## src/rtl/shift_left_seq.sv

```systemverilog
// shift_left_seq: iterative logical left shifter for the rotation datapath.
// The operand is captured on the accepting edge and shifted one bit per clock.
// Any '1' that leaves the MSB is accumulated into an overflow flag, which is
// published together with the result at completion.
// Handshake: start (sampled only while idle), busy, and a one-cycle done pulse.
module shift_left_seq #(
  parameter int WIDTH = 32,
  parameter int CNT_W = 5
) (
  input  logic             clk,
  input  logic             rst_n,
  input  logic             start,
  input  logic [WIDTH-1:0] a,
  input  logic [CNT_W-1:0] shamt,
  output logic             busy,
  output logic             done,
  output logic [WIDTH-1:0] out,
  output logic             ovf
);

  typedef enum logic [1:0] {
    IDLE   = 2'd0,
    SHIFT  = 2'd1,
    FINISH = 2'd2
  } state_e;

  localparam logic [CNT_W-1:0] CNT_ZERO = '0;
  localparam logic [CNT_W-1:0] CNT_ONE  = CNT_W'(1);

  state_e           state_q, state_d;
  logic [WIDTH-1:0] sr_q, sr_d;
  logic [CNT_W-1:0] cnt_q, cnt_d;
  logic             acc_ovf_q, acc_ovf_d;
  logic [WIDTH-1:0] out_q, out_d;
  logic             ovf_q, ovf_d;
  logic             done_q, done_d;
  logic             busy_q, busy_d;

  // Next-state and datapath update; every target holds unless its state says otherwise.
  always_comb begin
    state_d   = state_q;
    sr_d      = sr_q;
    cnt_d     = cnt_q;
    acc_ovf_d = acc_ovf_q;
    out_d     = out_q;
    ovf_d     = ovf_q;
    done_d    = 1'b0;

    unique case (state_q)
      IDLE: begin
        if (start) begin
          sr_d      = a;
          cnt_d     = shamt;
          acc_ovf_d = 1'b0;
          // A zero shift skips SHIFT entirely so the counter can never wrap.
          state_d   = (shamt != CNT_ZERO) ? SHIFT : FINISH;
        end
      end
      SHIFT: begin
        sr_d      = {sr_q[WIDTH-2:0], 1'b0};
        acc_ovf_d = acc_ovf_q | sr_q[WIDTH-1];
        cnt_d     = cnt_q - CNT_ONE;
        if (cnt_q == CNT_ONE) begin
          state_d = FINISH;
        end
      end
      FINISH: begin
        out_d   = sr_q;
        ovf_d   = acc_ovf_q;
        done_d  = 1'b1;
        state_d = IDLE;
      end
      default: begin
        state_d = IDLE;
      end
    endcase

    // busy is registered from the upcoming state so it drops in the done cycle.
    busy_d = (state_d != IDLE);
  end

  // State and datapath registers; reset clears everything asynchronously.
  always_ff @(posedge clk or negedge rst_n) begin
    if (!rst_n) begin
      state_q   <= IDLE;
      sr_q      <= '0;
      cnt_q     <= '0;
      acc_ovf_q <= 1'b0;
      out_q     <= '0;
      ovf_q     <= 1'b0;
      done_q    <= 1'b0;
      busy_q    <= 1'b0;
    end else begin
      state_q   <= state_d;
      sr_q      <= sr_d;
      cnt_q     <= cnt_d;
      acc_ovf_q <= acc_ovf_d;
      out_q     <= out_d;
      ovf_q     <= ovf_d;
      done_q    <= done_d;
      busy_q    <= busy_d;
    end
  end

  assign busy = busy_q;
  assign done = done_q;
  assign out  = out_q;
  assign ovf  = ovf_q;

endmodule
```

## config.mk

```make
export PLATFORM = sky130hd
export DESIGN_NAME = shift_left_seq
export DESIGN_NICKNAME = d
export VERILOG_FILES = /design/src/rtl/shift_left_seq.sv
export SDC_FILE = /design/constraint.sdc
export NUM_CORES = 1
export LEC_CHECK = 0
export CAP_MARGIN = 0
export CORE_MARGIN = 4
export CORE_UTILIZATION = 35
export DETAILED_ROUTE_END_ITERATION = 12
export PLACE_DENSITY = 0.67
export SYNTH_ARGS = -nofsm -noshare
export SYNTH_HDL_FRONTEND = slang
export SYNTH_SLANG_ARGS = --single-unit
```

## constraint.sdc

```tcl
create_clock -name clk -period 3.22 [get_ports clk]
set_input_delay 0.644 -clock clk [delete_from_list [all_inputs] [get_ports clk]]
set_output_delay 0.644 -clock clk [all_outputs]
set_load 0.01 [all_outputs]
```

=== Word-level counts from Yosys, hierarchy flattened ===
Index checks and enable logic that the tools add are counted.

* Register bits: 75
* Input port bits: 40
* Output and inout port bits: 35
* Logic and storage cells: 30

* Add/sub/neg operators: 1
* Equality and inequality tests: 4
* Multiplexer cells: 11
* Bitwise logic cells: 1
* Reductions and logical operators: 5

{| class="wikitable"
|+ Operators by type and width
! cell !! count
|-
| case mux 32 bit (2 select lines) || 1
|-
| two-way mux 32 bit || 1
|-
| case mux 5 bit (2 select lines) || 1
|-
| two-way mux 2 bit || 3
|-
| equality test 5 x 1 -> 1 bit (second input constant) || 1
|-
| two-way mux 5 bit || 1
|-
| nonzero test 5 bit || 1
|-
| subtractor 5 x 1 -> 5 bit (second input constant) || 1
|-
| case mux 2 bit (2 select lines) || 1
|-
| nonzero test 2 bit || 2
|-
| equality test 2 x 1 -> 1 bit (second input constant) || 1
|-
| equality test 2 bit (second input constant) || 1
|-
| zero test 2 bit || 1
|-
| two-way mux 1 bit || 2
|-
| inequality test 2 bit (second input constant) || 1
|-
| case mux 1 bit (2 select lines) || 1
|-
| AND reduction 2 bit || 1
|-
| OR 1 bit || 1
|}

=== Logic depth before layout (Yosys ltp) ===
* Depth after elaboration: 5
* Gate-level depth with buffers: 5
* Gate-level depth less buffers: 5

=== Least setup slack after synthesis ===
Ideal clock, no wire load.

* Kind: register to register
* Start: register cnt_q[1]
* End: register state_q[1]
* Setup time: 0.073 ns
* Data arrival time: 1.372 ns
* Data required time: 3.147 ns
* Slack: 1.775 ns
* Cell stages (with the launch flop): 6
* Buffers on the path: 0
* Period minus slack after synthesis: 1.445 ns
* Cells stage by stage: dfrtp_1 > inv_1 > ha_1 > or4b_1 > or2_1 > a21oi_2

* Word-level cells in the longest chain between the ends: 3

{| class="wikitable"
|+ Ends and longest elaborated chain
! what !! RTL line !! source
|-
| start: declaration || 32 || <nowiki>logic [CNT_W-1:0] cnt_q, cnt_d;</nowiki>
|-
| start signal: assignment || 96 || <nowiki>cnt_q <= cnt_d;</nowiki>
|-
| equality test 5 x 1 -> 1 bit || 63 || <nowiki>if (cnt_q == CNT_ONE) begin</nowiki>
|-
| two-way mux 2 bit || 63 ||
|-
| case mux 2 bit (2 select lines) || 49 || <nowiki>unique case (state_q)</nowiki>
|-
| named net state_d[1] || 30 || <nowiki>state_e state_q, state_d;</nowiki>
|-
| end signal: assignment || 94 || <nowiki>state_q <= state_d;</nowiki>
|-
| end: declaration || 30 ||
|}

The timed path passes the listed nets, and every way through them passes these cells.
A chain may end at the register's enable or synchronous reset.

=== Final worst setup path ===
* Start: register state_q[0]
* End: register out_q[15], in the netlist out[15]

* Word-level cells in the longest chain between the ends: 1

{| class="wikitable"
|+ Ends and longest elaborated chain
! what !! RTL line !! source
|-
| equality test 2 bit || 49 ||
|-
| end signal: assignment || 98 || <nowiki>out_q <= out_d;</nowiki>
|-
| end: declaration || 34 || <nowiki>logic [WIDTH-1:0] out_q, out_d;</nowiki>
|}

No other way between the ends.

==> flow_summary.yaml <==
clock_network:
  cts_buffers: 9
  cts_htree_levels: 3
  cts_resized: 0
  clk-insertion-delay-late_ns: 0.35
  cts_tree: "built"
  clock-sinks: 75
  cts.path.max_buffers: 2
  holdBufCountCts: 0
  cts_setup_buffers: 0
  clk_pin_slew_ns: 0.09
  cts_root_buf: "clkbuf_8"
setup_path:
  critical_path_class: "register to register"
  crit_start: "state_q[0]"
  cp_slowest_cell: "nand2_2"
  worstPathArrival_ns: 2.67
  crit_path_end_kind: "register"
  crit_fanout: 36
  path_cells: "inv_2 > nand2_2 > mux2_1"
  r2r-start: "state_q[0]"
  cp.required_ns: 3.44
  slowest_delay_ns: 0.68
  crit_path_start_kind: "register"
global_route:
  grt-ovfl-total: 0
  grt_pass1_wl_um: 12900
  grt_pass1_vias: 2551
  grt_max_degree: 76
  antenna_found_initial: 0
  grt.total_usage_pct: 14.5
drt:
  wl_per_cell_um: 16.7
  drtIter0Drc: 83
  wirelength_um: 7580
  route.detailed.drc: 0
  antenna_left: 0
  drt-vias-per-instance: 5.55
  dr.pass1.iters: 4
  vias: 2524
flow_run:
  maxCapViolCount: 0
synth:
  synth_area_per_cell_um2: 11.7
  synth.net_count: 319
  ys_types: 36
  syn_area_um2: 3250
  ys_warn_count: 0
  synth_cells: 277
  synth-seq-cells: 75
  ys_seq_area_share_pct: 57.7
timing:
  hold_viol_final: 0
  setup_violations: 0
  final-max-slew-violation-count: 0
  skew_ns: 0.0140
  min_period_ns: 2.45
  max_freq_mhz: 408
  fin_setup_tns_ns: 0
  rsz0062_at_grt: "false"
  finalCritPeriodShare_pct: 76.1
  worst_slew_pin_slew_ns: 0.943
  slew_headroom_pct: 37.1
finish:
  layout.nets: 384
  syn_to_final_growth_pct: 30.5
  antenna_cells: 0
  final_cell_area_um2: 4250
  drive_above_1_share_pct: 7.20
  stdcell_count: 455
place:
  gp_congestion: 0.818
  io_buffers: 74
  hpwlAfterDp_um: 4920
  dpl_cell_area_um2: 4030
  placedCellCount: 439
hold_path:
  holdCritPathClass: "input pin to asynchronous set/reset pin"
floorplan:
  die_area_um2: 10900
  pin_count: 75
  initial_core_util_pct: 36.6
  core_um2: 8890
  rows: 34
  die_x_um: 104
  die_h_um: 104
power_and_ir_drop:
  powerDensity_nw_per_um2: 788
  leakage_nw: 1.52
  ir_drop_uv: 351
run_status:
  outcome: "finished, final reports clean"
## layout by cell type (no fill, tap or decap), types with 2 or more instances in the layout
master           count
dfrtp_1             75
mux2_1              33
nand2_1              2
clkdlybuf4s50_1     73
o21ai_1              2
nor3b_1              2
buf_4                4
inv_1                3
bufinv_16            2
nand2b_1             3
ha_1                 2
nor2b_1              3
clkinv_4             2
clkbuf_8             9
nor2_1               5
o22ai_1             63
a21oi_1             38
a2bb2oi_1            2
nor3_1               2
inv_2                2
## layer usage
| metal | track usage, % | vias up | part of all wire (%) |
|---|---|---|---|
| li1 | - | 1191 | - |
| met1 | 18.9 | 1255 | 45 |
| met2 | 23.5 | 67 | 49 |
| met3 | 3.91 | 11 | 4.5 |
| met4 | 4.56 | 0 | 1.3 |
| met5 | 0 | - | 0 |
## stage by stage
| step | worst slack (ns) | utilization (%) | hold WS, ns | total power, mW |
|---|---|---|---|---|
| 2_1_floorplan | 1.77 | - | 0.348 | 2.16 |
| 3_3_place_gp | 0.857 | 45.3 | 0.475 | 2.54 |
| 3_5_place_dp | 0.774 | 45.3 | 0.481 | 2.58 |
| 4_1_cts | 0.770 | 47.8 | 0.465 | 3.39 |
| 5_1_grt | 0.603 | 47.8 | 0.505 | 3.60 |
| 6_report | 0.770 | 47.8 | 0.421 | 3.35 |
## layout make-up
class / instances / area, um^2
Clock buffer: 10 / 128
Multi-Input combinational cell: 174 / 1240
Inverter: 5 / 18.8
Fill cell: 819 / 4640
Tap cell: 108 / 135
Sequential cell: 75 / 1880
Clock inverter: 6 / 90.1
Timing Repair Buffer: 77 / 761
## Yosys cell counts
library cell  count  area (um^2)
o21ai_1           2         10.0
nand3_1           1         5.00
o311a_1           1         10.0
buf_1             2         7.51
nor2_1            5         18.8
buf_6             2         22.5
nand2_1           3         11.3
o22ai_1          63          394
inv_1             3         11.3
o21ba_2           1         10.0
a2bb2oi_1         2         17.5
nor3_1            2         10.0
or2_1             1         6.26
buf_2             8         40.0
o21ai_0           1         5.00
mux2i_1           1         10.0
nor2b_1           3         18.8
a21oi_2           1         8.76
o32ai_1           1         8.76
a31oi_1           1         6.26
o221a_1           1         11.3
nand2b_1          3         18.8
clkbuf_1          8         30.0
and3b_2           1         10.0
nor3b_1           2         15.0
o22a_1            1         8.76
inv_2             2         7.51
buf_4             3         22.5
nand3b_1          1         7.51
a21oi_1          38          190
mux2_1           33          372
a32o_1            1         10.0
ha_1              2         25.0
dfrtp_1          75         1880
nand4_1           1         6.26
or4b_1            1         10.0
## flip-flops by register name, summed over array words and instances, names as in the netlist
register / cells
sr_q: 32
done: 1
busy: 1
cnt_q: 5
acc_ovf_q: 1
out: 32
ovf: 1
state_q: 2
## power breakdown
part / internal [mW] / total, mW / switching (mW) / leakage (nW)
Combinational: 0.532 / 1.01 / 0.483 / 0.639
Sequential: 1.25 / 1.55 / 0.297 / 0.770
Clock: 0.438 / 0.786 / 0.348 / 0.106
Total: 2.22 / 3.35 / 1.13 / 1.52
## worst max-delay path, delay by kind of cell (launching register included)
family	cells	cell delay, ns
AND/OR/NAND/NOR	1	0.68
multiplexers	1	0.53
flip-flops	1	0.54
buffers and inverters	1	0.55
## cell families (layout without fill, tap and decap cells)
kind of cell               count (synthesis)  in the layout  synth area share [%]
adders and majority gates                  2              2                 0.769
buffers and inverters                     28             98                  4.35
and+or+nand+nor                           24             24                  4.23
muxes                                     34             34                  11.7
AOI/OAI and AO/OA                        114            114                  21.2
DFF                                       75             75                  57.7
## path summary, 6_finish.rpt
| check | slack [ns] | cells after the start | end |
|---|---|---|---|
| max reg2reg | 0.77 | 3 | out[15] |
| min reg2reg | 0.49 | 1 | out[13] |
| min | 0.42 | 1 | out[8] |
| min in group clk | 0.49 | 1 | out[13] |
| max | 0.77 | 3 | out[15] |
| max in group asynchronous | 2.16 | 1 | out[17] |
No activity file was read; power rests on OpenSTA's default activity.
